**src/rtl/putget_pkg.sv**
```systemverilog
// Shared FSM state type and default geometry for the put/get responder.
package putget_pkg;

    localparam int PUTGET_WIDTH_DEFAULT = 32;
    localparam int PUTGET_DEPTH_DEFAULT = 4;

    typedef enum logic [1:0] {
        EMPTY  = 2'b00,
        ACTIVE = 2'b01,
        FULL   = 2'b10
    } putget_state_e;

endpackage

```
**src/rtl/putget_ram.sv**
```systemverilog
// DEPTH x WIDTH storage: one synchronous write port, one asynchronous read port.
module putget_ram
    import putget_pkg::*;
#(
    parameter int WIDTH = PUTGET_WIDTH_DEFAULT,
    parameter int DEPTH = PUTGET_DEPTH_DEFAULT
) (
    input  logic                     clk,
    input  logic                     we,
    input  logic [$clog2(DEPTH)-1:0] waddr,
    input  logic [WIDTH-1:0]         wdata,
    input  logic [$clog2(DEPTH)-1:0] raddr,
    output logic [WIDTH-1:0]         rdata
);

    logic [WIDTH-1:0] mem_r [DEPTH];

    // Write port; contents are intentionally not reset.
    always_ff @(posedge clk) begin
        if (we) begin
            mem_r[waddr] <= wdata;
        end
    end

    assign rdata = mem_r[raddr];

endmodule

```
**src/rtl/put_get_responder.sv**
```systemverilog
// Put/get FIFO responder with registered ready/occupancy/head outputs.
// Optional sticky protocol checker enabled by defining PUTGET_PROTO_CHECK_EN.
module put_get_responder
    import putget_pkg::*;
#(
    parameter int WIDTH = PUTGET_WIDTH_DEFAULT,
    parameter int DEPTH = PUTGET_DEPTH_DEFAULT
) (
    input  logic                   clk,
    input  logic                   reset,
    input  logic [WIDTH-1:0]       put_datas,
    input  logic                   EN_put,
    output logic                   RDY_put,
    output logic [WIDTH-1:0]       get,
    input  logic                   EN_get,
    output logic                   RDY_get,
    output logic [$clog2(DEPTH):0] count,
    output logic                   err
);

    localparam int PTR_W = $clog2(DEPTH);
    localparam int CNT_W = $clog2(DEPTH) + 1;

    localparam logic [PTR_W-1:0] PTR_ZERO = {PTR_W{1'b0}};
    localparam logic [PTR_W-1:0] PTR_ONE  = PTR_W'(1'b1);
    localparam logic [CNT_W-1:0] CNT_ZERO = {CNT_W{1'b0}};
    localparam logic [CNT_W-1:0] CNT_ONE  = CNT_W'(1'b1);
    localparam logic [CNT_W-1:0] CNT_LAST = CNT_W'(DEPTH - 1);

    putget_state_e    state_r;
    putget_state_e    state_next_s;
    logic [PTR_W-1:0] wr_ptr_r;
    logic [PTR_W-1:0] wr_ptr_next_s;
    logic [PTR_W-1:0] rd_ptr_r;
    logic [PTR_W-1:0] rd_ptr_next_s;
    logic [CNT_W-1:0] count_r;
    logic [CNT_W-1:0] count_next_s;
    logic             rdy_put_r;
    logic             rdy_get_r;
    logic [WIDTH-1:0] get_r;
    logic [WIDTH-1:0] head_next_s;
    logic [WIDTH-1:0] ram_rdata_s;
    logic             do_put_s;
    logic             do_get_s;

    // Handshakes only fire against the registered ready flags.
    assign do_put_s = EN_put & rdy_put_r;
    assign do_get_s = EN_get & rdy_get_r;

    // The read port looks at the post-edge head so get can be registered.
    putget_ram #(
        .WIDTH (WIDTH),
        .DEPTH (DEPTH)
    ) u_ram (
        .clk   (clk),
        .we    (do_put_s),
        .waddr (wr_ptr_r),
        .wdata (put_datas),
        .raddr (rd_ptr_next_s),
        .rdata (ram_rdata_s)
    );

    // FSM next-state decode.
    always_comb begin
        state_next_s = state_r;
        case (state_r)
            EMPTY: begin
                if (do_put_s) begin
                    state_next_s = ACTIVE;
                end else begin
                    state_next_s = EMPTY;
                end
            end
            ACTIVE: begin
                if (do_put_s && !do_get_s && (count_r == CNT_LAST)) begin
                    state_next_s = FULL;
                end else if (do_get_s && !do_put_s && (count_r == CNT_ONE)) begin
                    state_next_s = EMPTY;
                end else begin
                    state_next_s = ACTIVE;
                end
            end
            FULL: begin
                if (do_get_s) begin
                    state_next_s = ACTIVE;
                end else begin
                    state_next_s = FULL;
                end
            end
            default: begin
                state_next_s = EMPTY;
            end
        endcase
    end

    // Pointer, occupancy and next-head computation.
    always_comb begin
        wr_ptr_next_s = wr_ptr_r;
        rd_ptr_next_s = rd_ptr_r;
        count_next_s  = count_r;
        head_next_s   = get_r;

        if (do_put_s) begin
            wr_ptr_next_s = wr_ptr_r + PTR_ONE;
        end else begin
            wr_ptr_next_s = wr_ptr_r;
        end

        if (do_get_s) begin
            rd_ptr_next_s = rd_ptr_r + PTR_ONE;
        end else begin
            rd_ptr_next_s = rd_ptr_r;
        end

        case ({do_put_s, do_get_s})
            2'b10:   count_next_s = count_r + CNT_ONE;
            2'b01:   count_next_s = count_r - CNT_ONE;
            default: count_next_s = count_r;
        endcase

        // The RAM still holds the old word at a slot written this edge.
        if (count_next_s == CNT_ZERO) begin
            head_next_s = get_r;
        end else if (do_put_s && (wr_ptr_r == rd_ptr_next_s)) begin
            head_next_s = put_datas;
        end else begin
            head_next_s = ram_rdata_s;
        end
    end

    // State, pointers and registered outputs.
    always_ff @(posedge clk) begin
        if (!reset) begin
            state_r   <= EMPTY;
            wr_ptr_r  <= PTR_ZERO;
            rd_ptr_r  <= PTR_ZERO;
            count_r   <= CNT_ZERO;
            rdy_put_r <= 1'b0;
            rdy_get_r <= 1'b0;
            get_r     <= {WIDTH{1'b0}};
        end else begin
            state_r   <= state_next_s;
            wr_ptr_r  <= wr_ptr_next_s;
            rd_ptr_r  <= rd_ptr_next_s;
            count_r   <= count_next_s;
            rdy_put_r <= (state_next_s != FULL);
            rdy_get_r <= (state_next_s != EMPTY);
            get_r     <= head_next_s;
        end
    end

    assign RDY_put = rdy_put_r;
    assign RDY_get = rdy_get_r;
    assign count   = count_r;
    assign get     = get_r;

`ifdef PUTGET_PROTO_CHECK_EN
    logic err_r;

    // Sticky flag for any enable raised without its ready.
    always_ff @(posedge clk) begin
        if (!reset) begin
            err_r <= 1'b0;
        end else if ((EN_put && !rdy_put_r) || (EN_get && !rdy_get_r)) begin
            err_r <= 1'b1;
        end else begin
            err_r <= err_r;
        end
    end

    assign err = err_r;
`else
    assign err = 1'b0;
`endif

endmodule
```
**config.mk**
```make
export PLATFORM = sky130hd
export DESIGN_NAME = put_get_responder
export DESIGN_NICKNAME = d
export VERILOG_FILES = /design/src/rtl/putget_pkg.sv /design/src/rtl/putget_ram.sv /design/src/rtl/put_get_responder.sv
export SDC_FILE = /design/constraint.sdc
export NUM_CORES = 1
export LEC_CHECK = 0
export CORE_UTILIZATION = 52
export DETAILED_ROUTE_END_ITERATION = 8
export PLACE_DENSITY = 0.88
export SLEW_MARGIN = 30
export SYNTH_ARGS = -nofsm -noshare
export SYNTH_HDL_FRONTEND = slang
export SYNTH_SLANG_ARGS = --single-unit
```
**constraint.sdc**
```tcl
create_clock -name clk -period 3.45 [get_ports clk]
set_input_delay 1.035 -clock clk [delete_from_list [all_inputs] [get_ports clk]]
set_output_delay 1.035 -clock clk [all_outputs]
set_load 0.01 [all_outputs]
```
==> results of run 1 <==
[critical path, stage by stage]
cell             delay, ns
clkdlybuf4s50_1       0.48
nand2_1               0.10
ha_1                  0.46
or3b_1                0.37
o311ai_1              0.11
nand4_1               0.24
nand3_2               0.19
buf_12                0.21
o221ai_1              0.14
[per-stage QoR]
step	utilization	cell area [µm²]	TNS (ns)	hold slack, ns
final	0.637	9760	0	0.473
after global routing	0.637	9760	0	0.500
after CTS	0.637	9760	0	0.473
after detailed placement	0.598	9160	-0.163	0.450
after global placement	0.598	9160	0	0.448
after floorplan	-	8200	0	0.493
[layer usage]
| layer | global-route usage | vias up | share of wire |
|---|---|---|---|
| li1 | - | 2060 | - |
| met1 | 0.281 | 2394 | 0.42 |
| met2 | 0.372 | 169 | 0.51 |
| met3 | 0.0461 | 20 | 0.054 |
| met4 | 0.0833 | 0 | 0.015 |
| met5 | 0 | - | 0 |
[cell type report]
cell class / instances / area, µm² / area share
Sequential cell: 171 / 4710 / 0.483
Multi-Input combinational cell: 226 / 3050 / 0.312
Timing Repair Buffer: 95 / 981 / 0.100
Clock buffer: 29 / 586 / 0.0600
Tap cell: 211 / 264 / 0.0270
Inverter: 40 / 153 / 0.0156
Clock inverter: 3 / 18.8 / 0.00192
[cells by family (layout without fill, tap and decap cells)]
kind of cell	count (synthesis)	in the layout	synth area share
flops	171	171	0.574
fa+ha+maj	10	10	0.0153
mux	97	97	0.240
buf+inv	70	167	0.0546
compound gates	46	46	0.0688
xor+xnor	5	5	0.00534
other cells	1	1	0.000458
simple gates	67	67	0.0414
[cell usage in the layout (no fill, tap or decap), types with 2 or more instances in the layout]
| cell | Yosys | routed |
|---|---|---|
| edfxtp_1 | 128 | 128 |
| clkdlybuf4s50_1 | 0 | 72 |
| dfxtp_1 | 43 | 41 |
| nand2_1 | 40 | 40 |
| inv_1 | 38 | 38 |
| mux4_1 | 36 | 36 |
| mux2i_1 | 32 | 32 |
| o221ai_2 | 30 | 30 |
| mux4_4 | 24 | 24 |
| clkbuf_16 | 0 | 21 |
| buf_4 | 2 | 16 |
| ha_1 | 10 | 10 |
| nor2_1 | 8 | 8 |
| buf_12 | 4 | 7 |
| clkbuf_1 | 3 | 5 |
| and3_2 | 0 | 4 |
| xnor2_1 | 4 | 4 |
| mux4_2 | 4 | 4 |
| o21ai_0 | 3 | 3 |
| a31oi_1 | 3 | 3 |
| a21oi_1 | 3 | 3 |
| clkbuf_8 | 1 | 3 |
| or3_1 | 2 | 2 |
| nand2b_1 | 2 | 2 |
| o221ai_1 | 2 | 2 |
| clkinv_2 | 0 | 2 |
[report_power, final]
part | internal, mW | switching, mW
registers | 2.30 | 0.0649
logic | 0.314 | 0.273
clock network | 1.15 | 0.751
[sequential cells by signal, indices dropped and copies added, names as in the netlist]
signal       count
get             32
wr_ptr_r         2
RDY_get          1
state_r          2
rd_ptr_r         2
u_ram.mem_r    128
count            3
RDY_put          1
[worst min-delay path by stage]
| stage | start | end | slack (ns) | cells past startpoint |
|---|---|---|---|---|
| 2_1_floorplan | wr_ptr_r[1] | wr_ptr_r[1] | 0.49 | 2 |
| 3_3_place_gp | get[29] | get[29] | 0.45 | 2 |
| 3_5_place_dp | get[22] | get[22] | 0.45 | 2 |
| 4_1_cts | get[22] | get[22] | 0.47 | 2 |
| 5_1_grt | get[26] | get[26] | 0.50 | 2 |
| 6_report | get[2] | get[2] | 0.47 | 2 |
==> metrics.csv, run 1 <==
stage;metric;value;unit
floorplanning;Die Y;128;µm
pwr;Lkg Pwr;3.36;nW
clock_network;clk slew on worst S/H paths;0.06;ns
synth;post-synthesis sequential area ratio;0.574;
worst_setup_path;reg2reg end;get[29];
route;via count;4643;
place;HPWL after detailed placement;10.6;mm
synth;synth top area cells;edfxtp_1 47%, mux4_1 12%, dfxtp_1 11%;
synth;async set or reset register ratio after synthesis;0;
synth;Most used DFF post-synth;edfxtp_1;
sta;Slew Viols, Final;0;
clock_network;CTS buffer count;17;
worst_setup_path;crit end category;flop;
grt;GR Util All Layers;0.220;
pwr;IR drop worst, VDD;495;µV
cells_and_area;fillers;1035;
floorplanning;die width;128;µm
clock_network;worst skew pair latency;0.42;ns
worst_setup_path;CP required;3.74;ns
worst_setup_path;CP Class;in -> reg;
cells_and_area;Layout Cells excl Fill;775;
grt;first-pass GRT wire length;26.4;mm
worst_setup_path;Worst Setup Start Kind;primary input;
cells_and_area;layout cells sized above 1;0.218;
sta;Fmax;326;MHz
synth;top cells by count, synth;128 x edfxtp_1, 43 x dfxtp_1, 40 x nand2_1;
sta;Final Setup Violations;0;
sta;Period minus WS final;3.07;ns
cells_and_area;Final Net Count;597;
outcome;status;finished, final reports clean;
worst_setup_path;Worst setup endpoint;get[29];
grt;total grt overflow;0;
synth;EDFF count, synth;128;
route;DRC viols;0;
synth;YS warnings;0;
route;Routed WL;16.8;mm
synth;Distinct cells, synth;47;
route;DR iter-0 viols;342;
clock_network;post-CTS setup buffers;0;
sta;Fin. Hold Viols;0;
synth;share of the synthesized area in the top cell type;0.469;
synth;Net Count, Synth;513;
worst_hold_path;Hold Crit Class;reg -> reg;
synth;Cell Area, Synth;0.00820;mm²
pwr;Pwr Total;4.86;mW
clock_network;CTS tree;built;
synth;Avg Cell Area, Syn;17.6;µm²
place;pre-CTS setup slack;-0.0231;ns
sta;Least-Margin Pin Slew;0.831;ns
clock_network;Bufs on Longest Clock Path;2;
route;wire per inst;21.7;µm
sta;Setup Skew;0.00754;ns
clock_network;Post-CTS Hold Buffers;0;
floorplanning;Initial Util;0.535;
floorplanning;# IOs;74;
grt;antenna violations before repair;0;
grt;vias in the first global route;4926;
worst_setup_path;r2r setup slk;0.97;ns
run;total of max-cap violations;0;
sta;period utilisation layout;0.889;
grt;pin count of the biggest net entering global routing;53;
clock_network;H-tree depth;4;
place;Buffers on Ports;72;
pwr;Cell Pwr Density;498;mW/mm²
worst_setup_path;largest fanout on the critical path;22;
synth;flops & latches, synth;171;
route;1st-pass router iterations;5;
synth;post-synthesis cell count;467;
worst_setup_path;Crit. Startpoint;EN_put;
clock_network;post-cts repair resize count;0;
worst_setup_path;worst path arrival time;3.35;ns
cells_and_area;area delta synth->final;19.1;%
worst_setup_path;RR Startpoint;count[0];
clock_network;CTS root buffer;clkbuf_16;
floorplanning;Cell Rows;45;
clock_network;Clock Sinks;171;
place;Cell Count Post-Placement;743;
floorplanning;die area;0.0163;mm²
sta;max_slew headroom;0.446;
route;Routed Antenna Nets;0;
worst_setup_path;worst reg2reg path depth;8;
floorplanning;core area;0.0153;mm²
sta;RSZ-0062 raised after global routing;no;
synth;leading area contributor after synthesis;edfxtp_1;
sta;Setup WS post-layout;0.384;ns
cells_and_area;Antenna diodes;0;
place;RePlAce Congestion;0.747;
synth;top-count cell post-synth;edfxtp_1;
route;Avg Vias per Cell;5.99;
(Power assumes the default switching activity.)
==> inputs of run 2 (changes only) <==
CORE_MARGIN = 2   (was default)
==> metrics.csv, run 2 (same netlist as run 1, synthesis figures left out) <==
stage;metric;value;unit
run;total of max-cap violations;0;
place;RePlAce Congestion;0.806;
sta;max_slew headroom;0.554;
route;Routed Antenna Nets;0;
route;met1 wire length;7.15;mm
clock_network;H-tree depth;4;
sta;Setup Skew;0.0102;ns
cells_and_area;area delta synth->final;19.9;%
sta;period utilisation layout;0.923;
grt;total grt overflow;0;
cells_and_area;layout cells sized above 1;0.222;
floorplanning;core area;0.0153;mm²
worst_setup_path;Worst Setup Start Kind;primary input;
outcome;status;finished, final reports clean;
pwr;clock network fraction of design power;0.407;
place;pre-CTS setup slack;-0.0342;ns
worst_hold_path;Hold Crit Class;reg -> reg;
pwr;Pwr Total;5.00;mW
pwr;P_sw;1.11;mW
worst_setup_path;r2r setup slk;0.93;ns
route;wire per inst;22.2;µm
sta;Final Setup Violations;0;
route;Routed WL;17.2;mm
route;WL met2;8.90;mm
route;DRC viols;0;
route;Avg Vias per Cell;6.03;
pwr;Cell Pwr Density;509;mW/mm²
place;Cell Count Post-Placement;742;
route;via count;4671;
sta;Period minus WS final;3.19;ns
sta;setup TNS;0;ns
floorplanning;Initial Util;0.535;
clock_network;Clock Sinks;171;
floorplanning;Cell Rows;45;
pwr;IR drop worst, VDD;409;µV
floorplanning;die width;130;µm
clock_network;Post-CTS Hold Buffers;0;
sta;Least-Margin Pin Slew;0.669;ns
clock_network;CTS buffer count;17;
pwr;Switching Fraction;0.222;
route;wire length on met3;988;µm
clock_network;Bufs on Longest Clock Path;2;
sta;Fmax;314;MHz
cells_and_area;Final Net Count;596;
pwr;Seq pwr share;0.473;
place;Buffers on Ports;72;
sta;hold_ws;0.468;ns
cells_and_area;Largest register FFs;128;
grt;first-pass GRT wire length;26.8;mm
pwr;Logic pwr share;0.120;
worst_hold_path;Hold Path Cell Cnt;2;
route;highest routed metal layer;met4;
clock_network;CTS tree;built;
clock_network;clk slew on worst S/H paths;0.06;ns
sta;Slew Viols, Final;0;
route;1st-pass router iterations;5;
worst_setup_path;worst reg2reg path depth;8;
grt;vias in the first global route;4877;
worst_setup_path;crit end category;flop;
cells_and_area;commonest non-fill, non-tap cell in the layout;edfxtp_1;
clock_network;post-cts repair resize count;0;
grt;pin count of the biggest net entering global routing;43;
clock_network;CTS root buffer;clkbuf_16;
worst_hold_path;Worst Hold End;get[3];
pwr;P_int;3.89;mW
grt;GR Util All Layers;0.217;
worst_setup_path;largest fanout on the critical path;22;
cells_and_area;Layout Cells excl Fill;775;
floorplanning;Die Y;130;µm
clock_network;post-CTS setup buffers;0;
worst_hold_path;Worst Min Path Start;get[3];
pwr;Lkg Pwr;3.38;nW
worst_setup_path;RR Startpoint;count[0];
grt;antenna violations before repair;0;
clock_network;worst skew pair latency;0.43;ns
sta;RSZ-0062 raised after global routing;no;
worst_setup_path;CP Class;in -> reg;
route;DR iter-0 viols;313;
sta;Fin. Hold Viols;0;
place;HPWL after detailed placement;10.8;mm
floorplanning;# IOs;74;
worst_setup_path;worst path arrival time;3.46;ns
cells_and_area;Top reg by flops;u_ram.mem_r;
worst_setup_path;reg2reg end;get[29];
worst_setup_path;CP required;3.73;ns
sta;Setup WS post-layout;0.264;ns
cells_and_area;commonest non-fill, non-tap cells in the layout;128 x edfxtp_1, 72 x clkdlybuf4s50_1, 41 x dfxtp_1;
floorplanning;die area;0.0168;mm²
==> run 2: final cells by class <==
| type | count | area (µm²) |
|---|---|---|
| tap | 211 | 264 |
| antenna | 1 | 2.50 |
| sequential | 171 | 4710 |
| clock inverter | 10 | 163 |
| clock buffer | 22 | 474 |
| fill | 1024 | 5490 |
| multi-input combinational | 226 | 3050 |
| inverter | 40 | 153 |
| timing repair buffer | 94 | 1010 |
==> run 2: layer usage <==
layer  vias to the layer above  track usage
met5                         -            0
met4                         0       0.0651
met3                        15       0.0557
met2                       170        0.370
met1                      2430        0.278
li1                       2056            -
==> run 2: through the flow <==
| step | utilization | area [µm²] |
|---|---|---|
| 5_1_grt | 0.641 | 9820 |
| 6_report | 0.642 | 9830 |
| 3_5_place_dp | 0.600 | 9190 |
| 3_3_place_gp | 0.600 | 9190 |
| 4_1_cts | 0.641 | 9820 |
| 2_1_floorplan | - | 8200 |
==> run 2: critical path, stage by stage <==
cell	delay (ns)
clkdlybuf4s50_1	0.42
nand2_1	0.15
inv_1	0.11
ha_1	0.27
mux2_2	0.30
o311ai_1	0.34
nand4_1	0.27
nand3_2	0.18
buf_12	0.21
o221ai_1	0.16
==> run 2: worst max-delay path by stage <==
stage          startpoint  endpoint  slack (ns)
3_5_place_dp       EN_put   get[29]       -0.03
4_1_cts            EN_put   get[29]        0.32
3_3_place_gp       EN_put   get[29]        0.07
5_1_grt            EN_put   get[29]        0.16
2_1_floorplan      EN_get    get[0]        0.12
6_report           EN_put   get[29]        0.26
==> run 2: power groups by stage <==
stage | logic (mW) | clock network, mW | registers (mW)
floorplan | 0.327 | 0 | 2.41
global placement | 0.569 | 0 | 2.40
detailed placement | 0.594 | 0 | 2.41
CTS | 0.603 | 2.06 | 2.37
global route | 0.639 | 2.13 | 2.37
finish | 0.599 | 2.04 | 2.37
==> inputs of run 3 (changes only) <==
==> constraint.sdc (replaced) <==
create_clock -name clk -period 3.45 [get_ports clk]
set_input_delay 0.345 -clock clk [delete_from_list [all_inputs] [get_ports clk]]
set_output_delay 0.345 -clock clk [all_outputs]
set_load 0.01 [all_outputs]
==> metrics.csv, run 3 (same netlist as run 1, synthesis figures left out) <==
stage;metric;value;unit
outcome;status;finished, final reports clean;
worst_setup_path;worst path arrival time;3.02;ns
pwr;Cell Pwr Density;511;mW/mm²
clock_network;Post-CTS Hold Buffers;0;
worst_setup_path;CP bufs+invs;3;
grt;GR Util met2;0.364;
worst_setup_path;CP max stage cell;clkdlybuf4s50_1;
sta;max_slew headroom;0.367;
clock_network;worst skew pair latency;0.43;ns
pwr;Logic pwr share;0.113;
grt;GR Util met3;0.0483;
route;Avg Vias per Cell;5.96;
floorplanning;Cell Rows;45;
route;1st-pass router iterations;7;
floorplanning;core area;0.0153;mm²
sta;Least-Margin Pin Slew;0.949;ns
grt;antenna violations before repair;0;
route;DR iter-0 viols;374;
cells_and_area;Largest register FFs;128;
place;HPWL after detailed placement;10.1;mm
route;DRC viols;0;
sta;Setup Skew;0.0110;ns
floorplanning;Die Y;130;µm
sta;period utilisation layout;0.787;
grt;pin count of the biggest net entering global routing;44;
clock_network;post-CTS setup buffers;0;
grt;vias in the first global route;4749;
worst_setup_path;CP cell instances;clkdlybuf4s50_1 -> and2_4 -> inv_4 -> ha_1 -> mux2_2 -> o311ai_1 -> nand4_1 -> nand3b_4 -> buf_12 -> o221ai_2;
floorplanning;Initial Util;0.535;
clock_network;H-tree depth;4;
floorplanning;die width;130;µm
pwr;Switching Fraction;0.220;
cells_and_area;commonest non-fill, non-tap cell in the layout;edfxtp_1;
clock_network;clk slew on worst S/H paths;0.06;ns
pwr;P_int;3.82;mW
pwr;Lkg Pwr;3.25;nW
run;total of max-cap violations;0;
grt;first-pass GRT wire length;25.7;mm
clock_network;CTS tree;built;
worst_setup_path;CP delay by family, top;simple AND/OR/NAND/NOR gates;
worst_setup_path;largest fanout on the critical path;18;
sta;Final Setup Violations;0;
clock_network;CTS buffer count;17;
pwr;Seq pwr share;0.484;
worst_setup_path;Critical Path Stages;10;
route;via count;4532;
worst_setup_path;crit end category;flop;
cells_and_area;Antenna diodes;0;
floorplanning;die area;0.0168;mm²
route;Routed WL;16.4;mm
worst_setup_path;Worst Setup Start Kind;primary input;
grt;met1 GRT Util;0.255;
clock_network;Bufs on Longest Clock Path;2;
pwr;IR drop worst, VDD;343;µV
pwr;clock network fraction of design power;0.404;
worst_setup_path;CP Class;in -> reg;
place;RePlAce Congestion;0.865;
clock_network;CTS root buffer;clkbuf_16;
cells_and_area;Final Net Count;582;
route;wire per inst;21.6;µm
grt;gr busiest metal;met2;
route;Routed Antenna Nets;0;
grt;total grt overflow;0;
sta;Slew Viols, Final;0;
cells_and_area;area delta synth->final;17.0;%
cells_and_area;Top reg by flops;u_ram.mem_r;
pwr;Pwr Total;4.90;mW
sta;Period minus WS final;2.72;ns
cells_and_area;commonest non-fill, non-tap cells in the layout;128 x edfxtp_1, 72 x clkdlybuf4s50_1, 41 x dfxtp_1;
sta;Fmax;368;MHz
worst_setup_path;crit-path max cell delay;0.46;ns
sta;setup TNS;0;ns
worst_hold_path;Hold Path Cell Cnt;2;
clock_network;Clock Sinks;171;
sta;RSZ-0062 raised after global routing;no;
worst_setup_path;CP required;3.75;ns
sta;Fin. Hold Viols;0;
grt;GR Util All Layers;0.208;
pwr;P_sw;1.08;mW
clock_network;post-cts repair resize count;0;
worst_setup_path;worst reg2reg path depth;9;
cells_and_area;layout cells sized above 1;0.202;
place;Buffers on Ports;72;
floorplanning;# IOs;74;
worst_hold_path;Hold Crit Class;reg -> reg;
## run 3: per-stage QoR
| stage | utilization | hold WS (ns) | setup WS (ns) | instances | area, µm² |
|---|---|---|---|---|---|
| detailed placement | 0.586 | 0.450 | 0.310 | 728 | 8970 |
| global placement | 0.586 | 0.449 | 0.358 | 728 | 8970 |
| CTS | 0.626 | 0.468 | 0.742 | 760 | 9590 |
| finish | 0.626 | 0.467 | 0.733 | 760 | 9590 |
| floorplan | - | 0.444 | 0.766 | 467 | 8200 |
| global route | 0.626 | 0.493 | 0.589 | 760 | 9590 |
## run 3: area by class of cell
cell class	count	area, µm²
multi-input cells	226	3050
clock buffers	20	447
clock inverters	12	171
repair buffers	80	793
well taps	211	264
fillers	1055	5730
inverters	40	153
flip-flops and latches	171	4710
## run 3: worst paths after layout
kind | endpoint | slack (ns) | startpoint
worst min-delay path | get[28] | 0.47 | get[28]
worst min register to register | get[28] | 0.47 | get[28]
worst max register to register | get[15] | 0.78 | RDY_get
worst max-delay path | get[15] | 0.73 | EN_get
## run 3: metal layers
metal | vias to the layer above | wire (µm)
met5 | - | 0
met4 | 0 | 218
met3 | 18 | 726
met2 | 138 | 8690
met1 | 2349 | 6760
li1 | 2027 | -
## run 3: power groups by stage
| stage | clock (mW) | combinational, mW | sequential, mW |
|---|---|---|---|
| after floorplan | 0 | 0.327 | 2.41 |
| after global placement | 0 | 0.536 | 2.40 |
| after detailed placement | 0 | 0.554 | 2.41 |
| after CTS | 2.00 | 0.557 | 2.37 |
| after global routing | 2.08 | 0.595 | 2.38 |
| final | 1.98 | 0.552 | 2.37 |
## run 3: worst register-to-register path: cells and delay by family, from the launching register on
family	cells	cell delay [ns]
and+or+nand+nor	3	0.86
AOI/OAI and AO/OA	2	0.41
buffers and inverters	2	0.38
DFF	1	0.33
muxes	1	0.30
adders and majority gates	1	0.26
